[src/rtl/midi_cmd_encoder.sv]
// MIDI byte stream to synthesizer note-command word.
// Parses channel-voice messages with running status and channel filtering.
module midi_cmd_encoder #(
    parameter int CHANNEL = 0,
    parameter int OMNI    = 0
) (
    input  logic        clk,
    input  logic        reset,
    input  logic [7:0]  i_byte,
    input  logic        i_byte_valid,
    output logic [15:0] o_data,
    output logic        o_valid
);

    typedef enum logic [2:0] {
        K_NONE,
        K_OFF,
        K_ON,
        K_CC,
        K_SKIP2,
        K_SKIP1
    } kind_e;

    typedef enum logic {
        PH_D1,
        PH_D2
    } phase_e;

    localparam logic [3:0] CH     = 4'(CHANNEL);
    localparam logic       OMNI_B = (OMNI != 0);

    kind_e       kind_q, kind_d;
    phase_e      phase_q, phase_d;
    logic        match_q, match_d;
    logic [7:0]  d1_q, d1_d;
    logic [15:0] data_q;
    logic        valid_q;

    logic        is_rt, is_sys, is_chan, is_data;
    logic        two_byte;
    logic        complete;
    logic        emit;
    logic [15:0] word;
    logic [6:0]  note, vel;

    function automatic kind_e decode(input logic [3:0] hi);
        kind_e k;
        case (hi)
            4'h8:       k = K_OFF;
            4'h9:       k = K_ON;
            4'hB:       k = K_CC;
            4'hA, 4'hE: k = K_SKIP2;
            4'hC, 4'hD: k = K_SKIP1;
            default:    k = K_NONE;
        endcase
        return k;
    endfunction

    assign is_rt   = i_byte_valid & (i_byte[7:3] == 5'b11111);
    assign is_sys  = i_byte_valid & (i_byte[7:3] == 5'b11110);
    assign is_chan = i_byte_valid & i_byte[7] & (i_byte[7:4] != 4'hF);
    assign is_data = i_byte_valid & ~i_byte[7];

    assign two_byte = (kind_q == K_OFF) | (kind_q == K_ON)
                    | (kind_q == K_CC)  | (kind_q == K_SKIP2);

    always_ff @(posedge clk) begin
        if (reset) begin
            kind_q  <= K_NONE;
            phase_q <= PH_D1;
            match_q <= 1'b0;
            d1_q    <= 8'h00;
            data_q  <= 16'h0000;
            valid_q <= 1'b0;
        end else begin
            kind_q  <= kind_d;
            phase_q <= phase_d;
            match_q <= match_d;
            d1_q    <= d1_d;
            valid_q <= emit;
            if (emit) begin
                data_q <= word;
            end
        end
    end

    always_comb begin
        kind_d  = kind_q;
        phase_d = phase_q;
        match_d = match_q;
        d1_d    = d1_q;
        unique case (1'b1)
            is_chan: begin
                kind_d  = decode(i_byte[7:4]);
                match_d = OMNI_B | (i_byte[3:0] == CH);
                phase_d = PH_D1;
            end
            is_sys: begin
                kind_d  = K_NONE;
                phase_d = PH_D1;
            end
            is_data: begin
                if (two_byte) begin
                    if (phase_q == PH_D1) begin
                        d1_d    = i_byte;
                        phase_d = PH_D2;
                    end else begin
                        phase_d = PH_D1;
                    end
                end
            end
            is_rt: begin
                phase_d = phase_q;
            end
            default: begin
                phase_d = phase_q;
            end
        endcase
    end

    assign note     = d1_q[6:0];
    assign vel      = i_byte[6:0];
    assign complete = is_data & two_byte & (phase_q == PH_D2) & match_q;

    // Note 127 is reserved: its STOP would alias the STOP_ALL word.
    always_comb begin
        emit = 1'b0;
        word = 16'h0000;
        if (complete) begin
            case (kind_q)
                K_ON: begin
                    if (note != 7'h7F) begin
                        emit = 1'b1;
                        if (vel != 7'h00) begin
                            word = {1'b1, note, 1'b0, vel};
                        end else begin
                            word = {1'b0, note, 8'h00};
                        end
                    end
                end
                K_OFF: begin
                    if (note != 7'h7F) begin
                        emit = 1'b1;
                        word = {1'b0, note, 1'b0, vel};
                    end
                end
                K_CC: begin
                    if (d1_q == 8'd120 || d1_q == 8'd123) begin
                        emit = 1'b1;
                        word = 16'h7F00;
                    end
                end
                default: begin
                    emit = 1'b0;
                end
            endcase
        end
    end

    assign o_data  = data_q;
    assign o_valid = valid_q;

endmodule

[config.mk]
export PLATFORM = sky130hd
export DESIGN_NAME = midi_cmd_encoder
export DESIGN_NICKNAME = d
export VERILOG_FILES = /design/src/rtl/midi_cmd_encoder.sv
export SDC_FILE = /design/constraint.sdc
export NUM_CORES = 1
export LEC_CHECK = 0
export CAP_MARGIN = 0
export CORE_UTILIZATION = 30
export DETAILED_ROUTE_END_ITERATION = 8
export PLACE_DENSITY = 0.5
export RECOVER_POWER = 25
export SLEW_MARGIN = 30
export SYNTH_ARGS = -nofsm -noshare
export SYNTH_HDL_FRONTEND = slang
export SYNTH_SLANG_ARGS = --single-unit
[constraint.sdc]
create_clock -name clk -period 3.15 [get_ports clk]
set_input_delay 0.4725 -clock clk [delete_from_list [all_inputs] [get_ports clk]]
set_output_delay 0.4725 -clock clk [all_outputs]
set_load 0.005 [all_outputs]
==> out/qor_table.md <==
| Step | Result | Reported |
|---|---|---|
| synth | Synth Net Count | 150 |
| clocking | Number of H-tree branching levels | 2 |
| pwr | Portion of total power attributed to sequential cells | 52.3% |
| clocking | Clock transition time at the flip-flop clock pins of the worst setup and hold paths | 0.06 ns |
| sta | Max Clock Freq | 466 MHz |
| layout | Fillers | 411 |
| routing | Number of detailed-routing iterations run before antenna repair | 4 |
| synth | Synthesis-stage register bit count | 29 |
| sta | Setup clock skew after layout | 0.00433 ns |
| place | Placer congestion estimate | 0.866 |
| routing | Met3 wirelength from detailed routing | 104 um |
| floorplanning | Die height | 67.6 um |
| synth | Area of the mapped netlist | 1290 um^2 |
| routing | Highest routed layer | met4 |
| routing | Antenna violation net count after detailed routing | 0 |
| layout | Share of post-route cells with drive strength above 1 | 5.33% |
| synth | Part of the Yosys area used for sequential elements | 44.9% |
| pwr | Total internal power | 0.555 mW |
| layout | Growth of design area from synthesis to finish | 29.7% |
| clocking | Source-to-sink clock delay at the later pin of the worst-skew pair | 0.27 ns |
| pwr | Relative contribution of combinational cells to total power | 7.9% |
| sta | Summed negative setup slack over all endpoints | 0 ns |
| sta | Final Hold Fails | 0 |
| grt | Number of antenna violations at the first check in global routing | 0 |
| critical path | Crit path required time | 3.31 ns |
| layout | Core utilization of the finished layout | 41.3% |
| routing | Via count | 1,111 |
| synth | Yosys synthesis warning count | 0 |
| routing | Met2 wirelength from detailed routing | 1.35 mm |
| layout | Top library cells by usage in the layout, fill and taps aside | sky130_fd_sc_hd__dfxtp_1, sky130_fd_sc_hd__clkdlybuf4s50_1, sky130_fd_sc_hd__nor2_1, sky130_fd_sc_hd__mux2i_1, sky130_fd_sc_hd__dlygate4sd3_1 |
| grt | Via count of the first global-routing pass | 1,051 |
| sta | Final cycle utilization of the critical path | 68.1% |
| clocking | Maximum clock insertion buffer count | 2 |
| layout | Antenna cells | 0 |
| floorplanning | Area inside the core boundary | 4060 um^2 |
| clocking | PostCTS Resize Cnt | 0 |
| floorplanning | Die span in x | 67.6 um |
| sta | Hold slack | 0.469 ns |
| sta | Clock period minus worst slack | 2.14 ns |
| sta | Number of pins exceeding their max-slew limit in the final report | 0 |
| floorplanning | Effective utilization at floorplan | 31.9% |
| synth | Mapped Cells | 139 |
| place | Detailed placement HPWL | 2.20 mm |
| floorplanning | Top Ports | 28 |
| sta | Actual slew at the worst max-slew pin | 0.644 ns |
| layout | Total number of nets in the final design | 179 |
| critical path | Worst Path Max Fanout | 9 |
| clocking | Number of setup buffers added after CTS | 0 |
| run status | Result of the run | finished, final reports clean |
| pwr | Total leakage power | 0.610 nW |
| layout | Commonest non-fill, non-tap cell in the layout | sky130_fd_sc_hd__dfxtp_1 |
| place | Number of buffers added on ports | 26 |
| sta | Final setup violation count | 0 |
| critical path | Worst path arrival time | 2.31 ns |
| pwr | Switching power total | 0.170 mW |
| clocking | Number of buffers inserted by hold repair at cts | 0 |
| pwr | Switching Fraction | 23.5% |
| clocking | Root Buffer | sky130_fd_sc_hd__clkbuf_8 |
| grt | Largest net degree at the start of global routing | 25 |
| synth | Mapped Avg Cell Area | 9.30 um^2 |
| floorplanning | Die Area | 4570 um^2 |
| clocking | Number of CTS-inserted buffers | 5 |
| synth | Synth cell types | 38 |
| routing | DR iter-0 viols | 37 |
| worst hold path | Min-delay worst type | reg -> reg |
| sta | Max transition margin | 57.1% |
| floorplanning | Floorplan row count | 23 |
| critical path | Crit path launch type | input pin |
| routing | DRC violation count after routing | 0 |
| critical path | CP endpoint kind | flip-flop |
| grt | Gr ovfl total | 0 |
| pwr | Clock power frac | 39.8% |
| job | Max-capacitance violation count | 0 |
| grt | Wire length of the first global-routing pass | 5.02 mm |
| clocking | Clock tree from TritonCTS | built |
| clocking | Clock Sink Count | 29 |
| critical path | Type of the worst setup path | in -> reg |
| routing | Routed Wire Length | 3.09 mm |
| pwr | Maximum vdd ir drop | 0.000246 V |
| routing | Detailed-route wire length on metal 1 | 1.63 mm |
| pwr | Power Density | 432 nW/um^2 |
| routing | Per-cell routed wire length | 14.1 um |
| grt | Total routing usage reported by global routing | 15.0% |
| routing | Average via count per standard cell | 5.07 |
| sta | Unrepaired setup endpoints after global routing | no |
power by group through the flow:
stage | clock network (mW) | logic (mW) | registers (mW)
after detailed placement | 0 | 0.0574 | 0.387
final | 0.289 | 0.0571 | 0.379
after global placement | 0 | 0.0567 | 0.387
after global routing | 0.314 | 0.0635 | 0.380
after CTS | 0.297 | 0.0577 | 0.379
after floorplan | 0 | 0.0335 | 0.384
through the flow:
step                setup WS (ns)  instances  cell area (um^2)  power (mW)
detailed placement          0.722        211              1600       0.444
global placement            0.771        211              1600       0.443
floorplan                    1.48        139              1290       0.418
CTS                          1.02        219              1680       0.734
finish                       1.01        219              1680       0.725
global route                0.864        219              1680       0.757
flip-flops by register name (all words and copies together), names as in the netlist:
| signal | flops |
|---|---|
| o_valid | 1 |
| o_data | 15 |
| match_q | 1 |
| kind_q | 3 |
| phase_q | 1 |
| d1_q | 8 |
critical path, stage by stage:
cell,delay (ns)
sky130_fd_sc_hd__clkdlybuf4s50_1,0.52
sky130_fd_sc_hd__and4b_1,0.21
sky130_fd_sc_hd__nand3_1,0.12
sky130_fd_sc_hd__a21oi_1,0.21
sky130_fd_sc_hd__and2_1,0.44
sky130_fd_sc_hd__mux2_4,0.34
cells by family after synthesis:
kind of cell / synth area share [%]
compound gates: 15.2
xor+xnor: 0.678
buf+inv: 3.77
flops: 44.9
mux: 12.0
other cells: 0.290
simple gates: 23.1
layer usage:
layer	vias to the layer above	GRT usage (%)
met5	-	0
met4	0	6.91
met3	2	5.41
met2	28	21.9
met1	524	19.4
li1	557	-
synthesized netlist by cell type:
cell type	number	area, um^2
sky130_fd_sc_hd__mux2_4	1	15.0
sky130_fd_sc_hd__nand3b_1	2	15.0
sky130_fd_sc_hd__nand3_1	2	10.0
sky130_fd_sc_hd__a22o_1	7	61.3
sky130_fd_sc_hd__buf_4	1	7.51
sky130_fd_sc_hd__nand2_1	7	26.3
sky130_fd_sc_hd__a21o_1	1	7.51
sky130_fd_sc_hd__nor2_1	15	56.3
sky130_fd_sc_hd__nor2_2	1	6.26
sky130_fd_sc_hd__o32ai_1	1	8.76
sky130_fd_sc_hd__and4b_1	1	10.0
sky130_fd_sc_hd__nor3_1	2	10.0
sky130_fd_sc_hd__dfxtp_1	29	581
sky130_fd_sc_hd__nor2b_1	3	18.8
sky130_fd_sc_hd__inv_1	4	15.0
sky130_fd_sc_hd__a31oi_1	1	6.26
sky130_fd_sc_hd__mux2i_1	14	140
sky130_fd_sc_hd__a21boi_1	1	7.51
sky130_fd_sc_hd__o21ai_0	7	35.0
sky130_fd_sc_hd__a2bb2oi_1	1	8.76
sky130_fd_sc_hd__o21a_1	1	7.51
sky130_fd_sc_hd__conb_1	1	3.75
sky130_fd_sc_hd__xnor2_1	1	8.76
sky130_fd_sc_hd__and2_1	1	6.26
sky130_fd_sc_hd__buf_6	1	11.3
sky130_fd_sc_hd__nor3b_1	1	7.51
sky130_fd_sc_hd__a21oi_1	7	35.0
sky130_fd_sc_hd__nor4_1	1	6.26
sky130_fd_sc_hd__nand4_1	3	18.8
sky130_fd_sc_hd__nand2b_1	8	50.1
sky130_fd_sc_hd__a41o_1	1	10.0
sky130_fd_sc_hd__a2111oi_0	1	8.76
sky130_fd_sc_hd__or3_1	2	12.5
sky130_fd_sc_hd__and4bb_1	1	12.5
sky130_fd_sc_hd__nand4b_1	2	17.5
sky130_fd_sc_hd__clkbuf_1	4	15.0
sky130_fd_sc_hd__or2_1	1	6.26
sky130_fd_sc_hd__and4_1	1	8.76
area by class of cell:
| cell class | instances | area [um^2] | share of cell area, % |
|---|---|---|---|
| sequential | 29 | 581 | 34.6 |
| tap | 50 | 62.6 | 3.73 |
| multi-input combinational | 100 | 663 | 39.6 |
| timing repair buffer | 28 | 275 | 16.4 |
| clock buffer | 8 | 80.1 | 4.78 |
| inverter | 4 | 15.0 | 0.896 |
path summary, 6_finish.rpt:
check | startpoint | end | slack, ns | cells after the start
worst max register to register | kind_q[0] | o_data[15] | 1.10 | 5
worst max-delay path | i_byte_valid | o_data[15] | 1.01 | 6
worst min-delay path | o_data[0] | o_data[0] | 0.47 | 1
worst min register to register | o_data[0] | o_data[0] | 0.47 | 1
Note: power is estimated with default switching activity, not from simulation.
